### config.mk
export PLATFORM = sky130hd
export DESIGN_NAME = instr_fetch
export DESIGN_NICKNAME = d
export VERILOG_FILES = /design/src/rtl/fetch_pkg.sv /design/src/rtl/fetch_fifo.sv /design/src/rtl/instr_fetch.sv
export SDC_FILE = /design/constraint.sdc
export NUM_CORES = 1
export LEC_CHECK = 0
export CORE_AREA = 2 2 150 152
export CTS_BUF_LIST = sky130_fd_sc_hd__clkbuf_8
export CTS_CLUSTER_SIZE = 20
export DETAILED_ROUTE_END_ITERATION = 6
export DIE_AREA = 0 0 152 154
export PLACE_DENSITY = 0.77
export SYNTH_ARGS = -nofsm -noshare
export SYNTH_HDL_FRONTEND = slang
export SYNTH_SLANG_ARGS = --single-unit
### constraint.sdc
create_clock -name clk -period 6.5 [get_ports clk]
set_clock_uncertainty 0.2 [all_clocks]
set_input_delay 1.3 -clock clk [delete_from_list [all_inputs] [get_ports clk]]
set_output_delay 1.3 -clock clk [all_outputs]
set_load 0.005 [all_outputs]
### src/rtl/fetch_pkg.sv
// Shared types and constants for the instruction fetch stage.
package fetch_pkg;

  typedef enum logic [1:0] {
    BOOT,
    FETCH,
    DRAIN
  } fetch_state_e;

  localparam logic [31:0] INSTR_NOP = 32'h0000_0013;

  typedef struct packed {
    logic [31:0] pc;
    logic [31:0] instr;
  } fetch_entry_t;

endpackage

### src/rtl/fetch_fifo.sv
// Synchronous FIFO with flush; used for the instruction buffer and the in-flight PC queue.
module fetch_fifo #(
  parameter int  DEPTH = 2,
  parameter type T     = logic [31:0]
) (
  input  logic                   clk,
  input  logic                   rst_n,
  input  logic                   push,
  input  T                       wdata,
  input  logic                   pop,
  input  logic                   flush,
  output T                       rdata,
  output logic [$clog2(DEPTH):0] count
);

  localparam int AW = $clog2(DEPTH);
  localparam int CW = AW + 1;

  T              mem [DEPTH];
  logic [AW-1:0] wr_ptr;
  logic [AW-1:0] rd_ptr;
  logic          do_push;
  logic          do_pop;

  assign do_pop  = pop && (count != '0);
  assign do_push = push && ((count != CW'(DEPTH)) || do_pop);
  assign rdata   = mem[rd_ptr];

  // NOTE: the storage array is deliberately left out of reset; only the
  // pointers and count define what is valid, so the array can map to RAM.
  always_ff @(posedge clk) begin
    if (do_push) mem[wr_ptr] <= wdata;
  end

  // NOTE: non-blocking assignments so every register samples pre-edge values
  // and the pointer/count updates cannot race each other.
  always_ff @(posedge clk or negedge rst_n) begin
    if (!rst_n) begin
      wr_ptr <= '0;
      rd_ptr <= '0;
      count  <= '0;
    end else if (flush) begin
      wr_ptr <= '0;
      rd_ptr <= '0;
      count  <= '0;
    end else begin
      if (do_push) wr_ptr <= wr_ptr + AW'(1);
      if (do_pop)  rd_ptr <= rd_ptr + AW'(1);
      count <= count + CW'(do_push) - CW'(do_pop);
    end
  end

endmodule

### src/rtl/instr_fetch.sv
// Fetch stage: owns the PC, issues credit-limited imem requests, buffers
// in-order responses for decode and flushes on redirect.
module instr_fetch
  import fetch_pkg::*;
#(
  parameter logic [31:0] RESET_PC = 32'h0000_0000,
  parameter int          DEPTH    = 2
) (
  input  logic        clk,
  input  logic        rst_n,
  output logic        imem_req_valid,
  input  logic        imem_req_ready,
  output logic [31:0] imem_req_addr,
  input  logic        imem_rsp_valid,
  input  logic [31:0] imem_rsp_data,
  input  logic        redirect_valid,
  input  logic [31:0] redirect_pc,
  output logic        dec_valid,
  input  logic        dec_ready,
  output logic [31:0] dec_instr,
  output logic [31:0] dec_pc
);

  localparam int CW = $clog2(DEPTH) + 1;

  fetch_state_e  state;
  logic [31:0]   pc;
  logic [31:0]   last_pc;
  logic [31:0]   redirect_target;
  logic [31:0]   pcq_head;
  logic [CW-1:0] outstanding;
  logic [CW-1:0] drop;
  logic [CW-1:0] count;
  logic [CW-1:0] pcq_count;
  logic [CW-1:0] out_after_rsp;
  logic [CW:0]   credit_used;
  logic          redirect;
  logic          req_fire;
  logic          rsp_ok;
  logic          rsp_keep;
  logic          dec_fire;
  fetch_entry_t  ibuf_head;
  fetch_entry_t  ibuf_wdata;

  assign redirect_target = redirect_pc & 32'hFFFF_FFFC;
  assign redirect        = redirect_valid && (state != BOOT);
  assign credit_used     = {1'b0, outstanding} + {1'b0, count};

  assign imem_req_valid  = (state == FETCH) && (credit_used < (CW+1)'(DEPTH)) && !redirect_valid;
  assign imem_req_addr   = pc;
  assign req_fire        = imem_req_valid && imem_req_ready;

  // A response with nothing outstanding is a protocol error and is dropped.
  assign rsp_ok          = imem_rsp_valid && (outstanding != '0);
  assign rsp_keep        = rsp_ok && (state == FETCH) && !redirect;
  assign out_after_rsp   = outstanding - CW'(rsp_ok);

  assign dec_valid       = (count != '0);
  assign dec_fire        = dec_valid && dec_ready;
  assign dec_instr       = dec_valid ? ibuf_head.instr : INSTR_NOP;
  assign dec_pc          = dec_valid ? ibuf_head.pc : last_pc;
  assign ibuf_wdata      = '{pc: pcq_head, instr: imem_rsp_data};

  fetch_fifo #(.DEPTH(DEPTH), .T(logic [31:0])) u_pc_queue (
    .clk   (clk),
    .rst_n (rst_n),
    .push  (req_fire),
    .wdata (pc),
    .pop   (rsp_keep),
    .flush (redirect),
    .rdata (pcq_head),
    .count (pcq_count)
  );

  fetch_fifo #(.DEPTH(DEPTH), .T(fetch_entry_t)) u_ibuf (
    .clk   (clk),
    .rst_n (rst_n),
    .push  (rsp_keep),
    .wdata (ibuf_wdata),
    .pop   (dec_fire),
    .flush (redirect),
    .rdata (ibuf_head),
    .count (count)
  );

  always_ff @(posedge clk or negedge rst_n) begin
    if (!rst_n) begin
      state       <= BOOT;
      pc          <= RESET_PC;
      last_pc     <= RESET_PC;
      outstanding <= '0;
      drop        <= '0;
    end else begin
      if (dec_valid) last_pc <= ibuf_head.pc;
      case (state)
        BOOT: begin
          state <= FETCH;
          if (redirect_valid) pc <= redirect_target;
        end
        FETCH, DRAIN: begin
          if (redirect) begin
            // Everything still in flight becomes stale; drain it before refetching.
            pc          <= redirect_target;
            outstanding <= out_after_rsp;
            drop        <= out_after_rsp;
            state       <= (out_after_rsp != '0) ? DRAIN : FETCH;
          end else if (state == FETCH) begin
            if (req_fire) pc <= pc + 32'd4;
            outstanding <= outstanding + CW'(req_fire) - CW'(rsp_ok);
          end else if (rsp_ok) begin
            drop        <= drop - CW'(1);
            outstanding <= outstanding - CW'(1);
            if (drop == CW'(1)) state <= FETCH;
          end
        end
        default: state <= BOOT;
      endcase
    end
  end

  a_no_stray_rsp : assert property (@(posedge clk) disable iff (!rst_n)
    !(imem_rsp_valid && (outstanding == '0)))
    else $warning("instr_fetch: imem response with no request outstanding, ignored");

  a_credit : assert property (@(posedge clk) disable iff (!rst_n)
    credit_used <= (CW+1)'(DEPTH));

  a_pcq_tracks : assert property (@(posedge clk) disable iff (!rst_n)
    (state != FETCH) || (pcq_count == outstanding));

endmodule

==> flow_summary.ini <==
[run_status]
run_status = complete, no violations

[floorplan]
dieArea_sq_um = 23400
ioPinCount = 168
row_count = 54
die_w_um = 152
start_util = 0.497
core_sq_um = 21700
die_y_um = 154

[yosys]
syn_inst = 773
synth-seq-area-share = 0.689
synth-seq-cells = 260
synth_largest_area_cell = edfxtp_1
async_flop_share = 0.292
synth_top_area_share = 0.513
synth_cell_types = 54
syn_area_per_cell_sq_um = 13.9
synth_edf_count = 184
synth_area_sq_um = 10800
ys_warn_count = 0
synthTopCellsByArea = edfxtp_1 51%, dfrtp_1 18%, mux2i_1 5.9%
ys.flop_type = edfxtp_1

[finish]
nFillCells = 1627
stdcell_count = 1259
regArea_sq_um = 7430
area.growth.synth_to_final_pct = 24.7
multiInputGateArea_sq_um = 3110
fin_nets = 1031
layout-drive-gt1-share = 0.111
insertedDiodeCount = 0

[pwr]
ir_worst_vdd_mv = 0.263
finalPower_mw = 6.28
p_sw_frac = 0.343
p_int_mw = 4.13
pwr-share-clk = 0.208
p_leak_nw = 4.93
p_comb_frac = 0.381
p_sw_mw = 2.15
seq_power_share = 0.412
powerDensity_nw_per_um2 = 467

[clock_network]
postCtsHoldBufs = 0
postCtsResizedCells = 0
root_buffer = clkbuf_8
insertion_delay_ns = 0.53
cts_made_buffers = 41
postCtsSetupRepairBufs = 0
cts-htree-levels = 2
clk_pin_slew_worst_paths_ns = 0.06
clkSinkCount = 260
cts_tree = built
cts.path.max_buffers = 3

[drt]
avgViaCountPerCell = 5.37
vias = 6757
ant_nets = 0
drc_errors = 0
dr.first_iter.drc_count = 374
first_pass_iters = 5
routedWlPerCell_um = 17.4
routed_wl_mm = 21.9

[global_route]
grt_overflow = 0
grt_start_max_net_pins = 77
grt_pass1_wl_mm = 35.3
track_usage = 0.187
antenna_found_initial = 0
grt_pass1_vias = 6743

[sta]
hold_viol = 0
slew_headroom = 0.308
slew_viol_final = 0
rsz0062_at_grt = false
fmax_mhz = 217
period_needed_ns = 4.61
setup_viol = 0
worst_pin_slew_ns = 1.04
fin_tns_setup_ns = 0
hold_slack_ns = 0.282
post-route-period-util = 0.709

[worst_setup_path]
worstPathRequired_ns = 5.00
critPathLaunch = u_ibuf.count[1]
critPathMaxStageDelay_ns = 0.66
crit_buf_inv = 2
crit_chain = nor2_4, buf_4, nand2_1, o21ai_0, clkdlybuf4s50_1
reg2reg_to = u_pc_queue.mem[0][23]
slowest_stage = nor2_4
cp-start-kind = flop
reg2reg_slack_ns = 3.32
critPathKind = flop to primary output
crit_family = buffers and inverters
worst-path-stages = 5
r2r-start = u_ibuf.count[0]
cp.arrival_ns = 3.11
crit_path_end_kind = primary output
endpoint = dec_pc[7]
r2r_cells = 8
worst-path-max-fanout = 58

[placement]
io_buffers = 163
place.gp.congestion = 0.881
dpl.hpwl_mm = 13.6
dpl.cell_count = 1184

[job]
cap_violations = 0

[worst_hold_path]
min_path_type = flop to flop
registers in the layout, summed over array words and instances (netlist names):
signal	flops
drop	2
imem_req_addr	30
last_pc	32
outstanding	2
state	2
u_ibuf.count	2
u_ibuf.mem	124
u_ibuf.rd_ptr	1
u_ibuf.wr_ptr	1
u_pc_queue.count	2
u_pc_queue.mem	60
u_pc_queue.rd_ptr	1
u_pc_queue.wr_ptr	1
power by group through the flow:
stage	combinational [mW]	sequential (mW)	clock (mW)
finish	2.39	2.58	1.31
global route	2.63	2.64	1.41
CTS	2.42	2.58	1.34
detailed placement	2.40	2.61	0
global placement	2.35	2.59	0
floorplan	1.46	2.48	0
cell families after synthesis:
kind of cell | share of synthesized area
buffers and inverters | 0.0243
AO/OA/AOI/OAI | 0.0772
other | 0.000348
multiplexers | 0.0908
AND/OR/NAND/NOR | 0.0923
adder cells (fa/ha/maj) | 0.0170
XOR/XNOR | 0.00894
flip-flops | 0.689
worst min path at each step:
| stage | from | end | depth (start not counted) | slack, ns |
|---|---|---|---|---|
| 2_1_floorplan | last_pc[0] | last_pc[0] | 1 | 0.27 |
| 6_report | last_pc[1] | last_pc[1] | 1 | 0.28 |
| 5_1_grt | last_pc[0] | last_pc[0] | 1 | 0.31 |
| 3_5_place_dp | last_pc[1] | last_pc[1] | 1 | 0.27 |
| 4_1_cts | last_pc[1] | last_pc[1] | 1 | 0.29 |
| 3_3_place_gp | last_pc[1] | last_pc[1] | 1 | 0.27 |
metal layers:
layer,wire length [um],vias up,global-route usage
li1,-,3221,-
met1,9550,3282,0.250
met2,10700,219,0.313
met3,1150,35,0.0366
met4,423,0,0.0565
met5,0,-,0
synth_stat cells, types with 3 or more instances:
master and count:
nand2_1 61, nor3_1 9, a211oi_1 3, buf_6 3, a311oi_1 5, nor3b_1 3, xnor2_1 8, xor2_1 3
and4_1 5, nor2b_1 6, mux2i_1 64, buf_2 7, o22a_1 3, o21ai_0 46, nor2_1 66, a21oi_1 34
inv_1 16, o22ai_1 12, a2bb2oi_1 6, nor4_1 3, clkbuf_1 19, nand4_1 8, ha_1 13, edfxtp_1 184
a31oi_1 7, nand3_1 16, mux2_2 30, and2_1 13, a41o_1 3, buf_4 3, buf_1 9, dfrtp_1 76
cell type report:
cell class,instances,area share
clock buffers,44,0.0451
inverters,16,0.00447
well taps,280,0.0261
repair buffers,172,0.126
flip-flops and latches,260,0.553
clock inverters,31,0.0134
multi-input cells,456,0.232
placed cells by master (no fill, tap or decap), drive strengths merged, types with 6 or more instances in the layout:
| cell type | count |
|---|---|
| o22ai | 12 |
| inv | 35 |
| edfxtp | 184 |
| dfrtp | 76 |
| nand2 | 62 |
| mux2 | 30 |
| clkbuf | 44 |
| ha | 13 |
| mux2i | 64 |
| nor2b | 6 |
| nor3 | 10 |
| buf | 10 |
| clkinv | 8 |
| a2bb2oi | 8 |
| o21ai | 46 |
| xnor2 | 8 |
| nand3 | 16 |
| a21oi | 35 |
| nor2 | 66 |
| a31oi | 7 |
| and2 | 13 |
| clkdlybuf4s50 | 162 |
| nand4 | 10 |
metrics by stage:
| stage | worst slack (ns) | utilization | area [sq um] |
|---|---|---|---|
| final | 1.89 | 0.620 | 13400 |
| after global routing | 1.55 | 0.620 | 13400 |
| after CTS | 1.79 | 0.620 | 13400 |
| after detailed placement | 2.21 | 0.583 | 12700 |
| after global placement | 2.25 | 0.583 | 12700 |
| after floorplan | 1.56 | - | 10800 |
(Power assumes the default switching activity.)
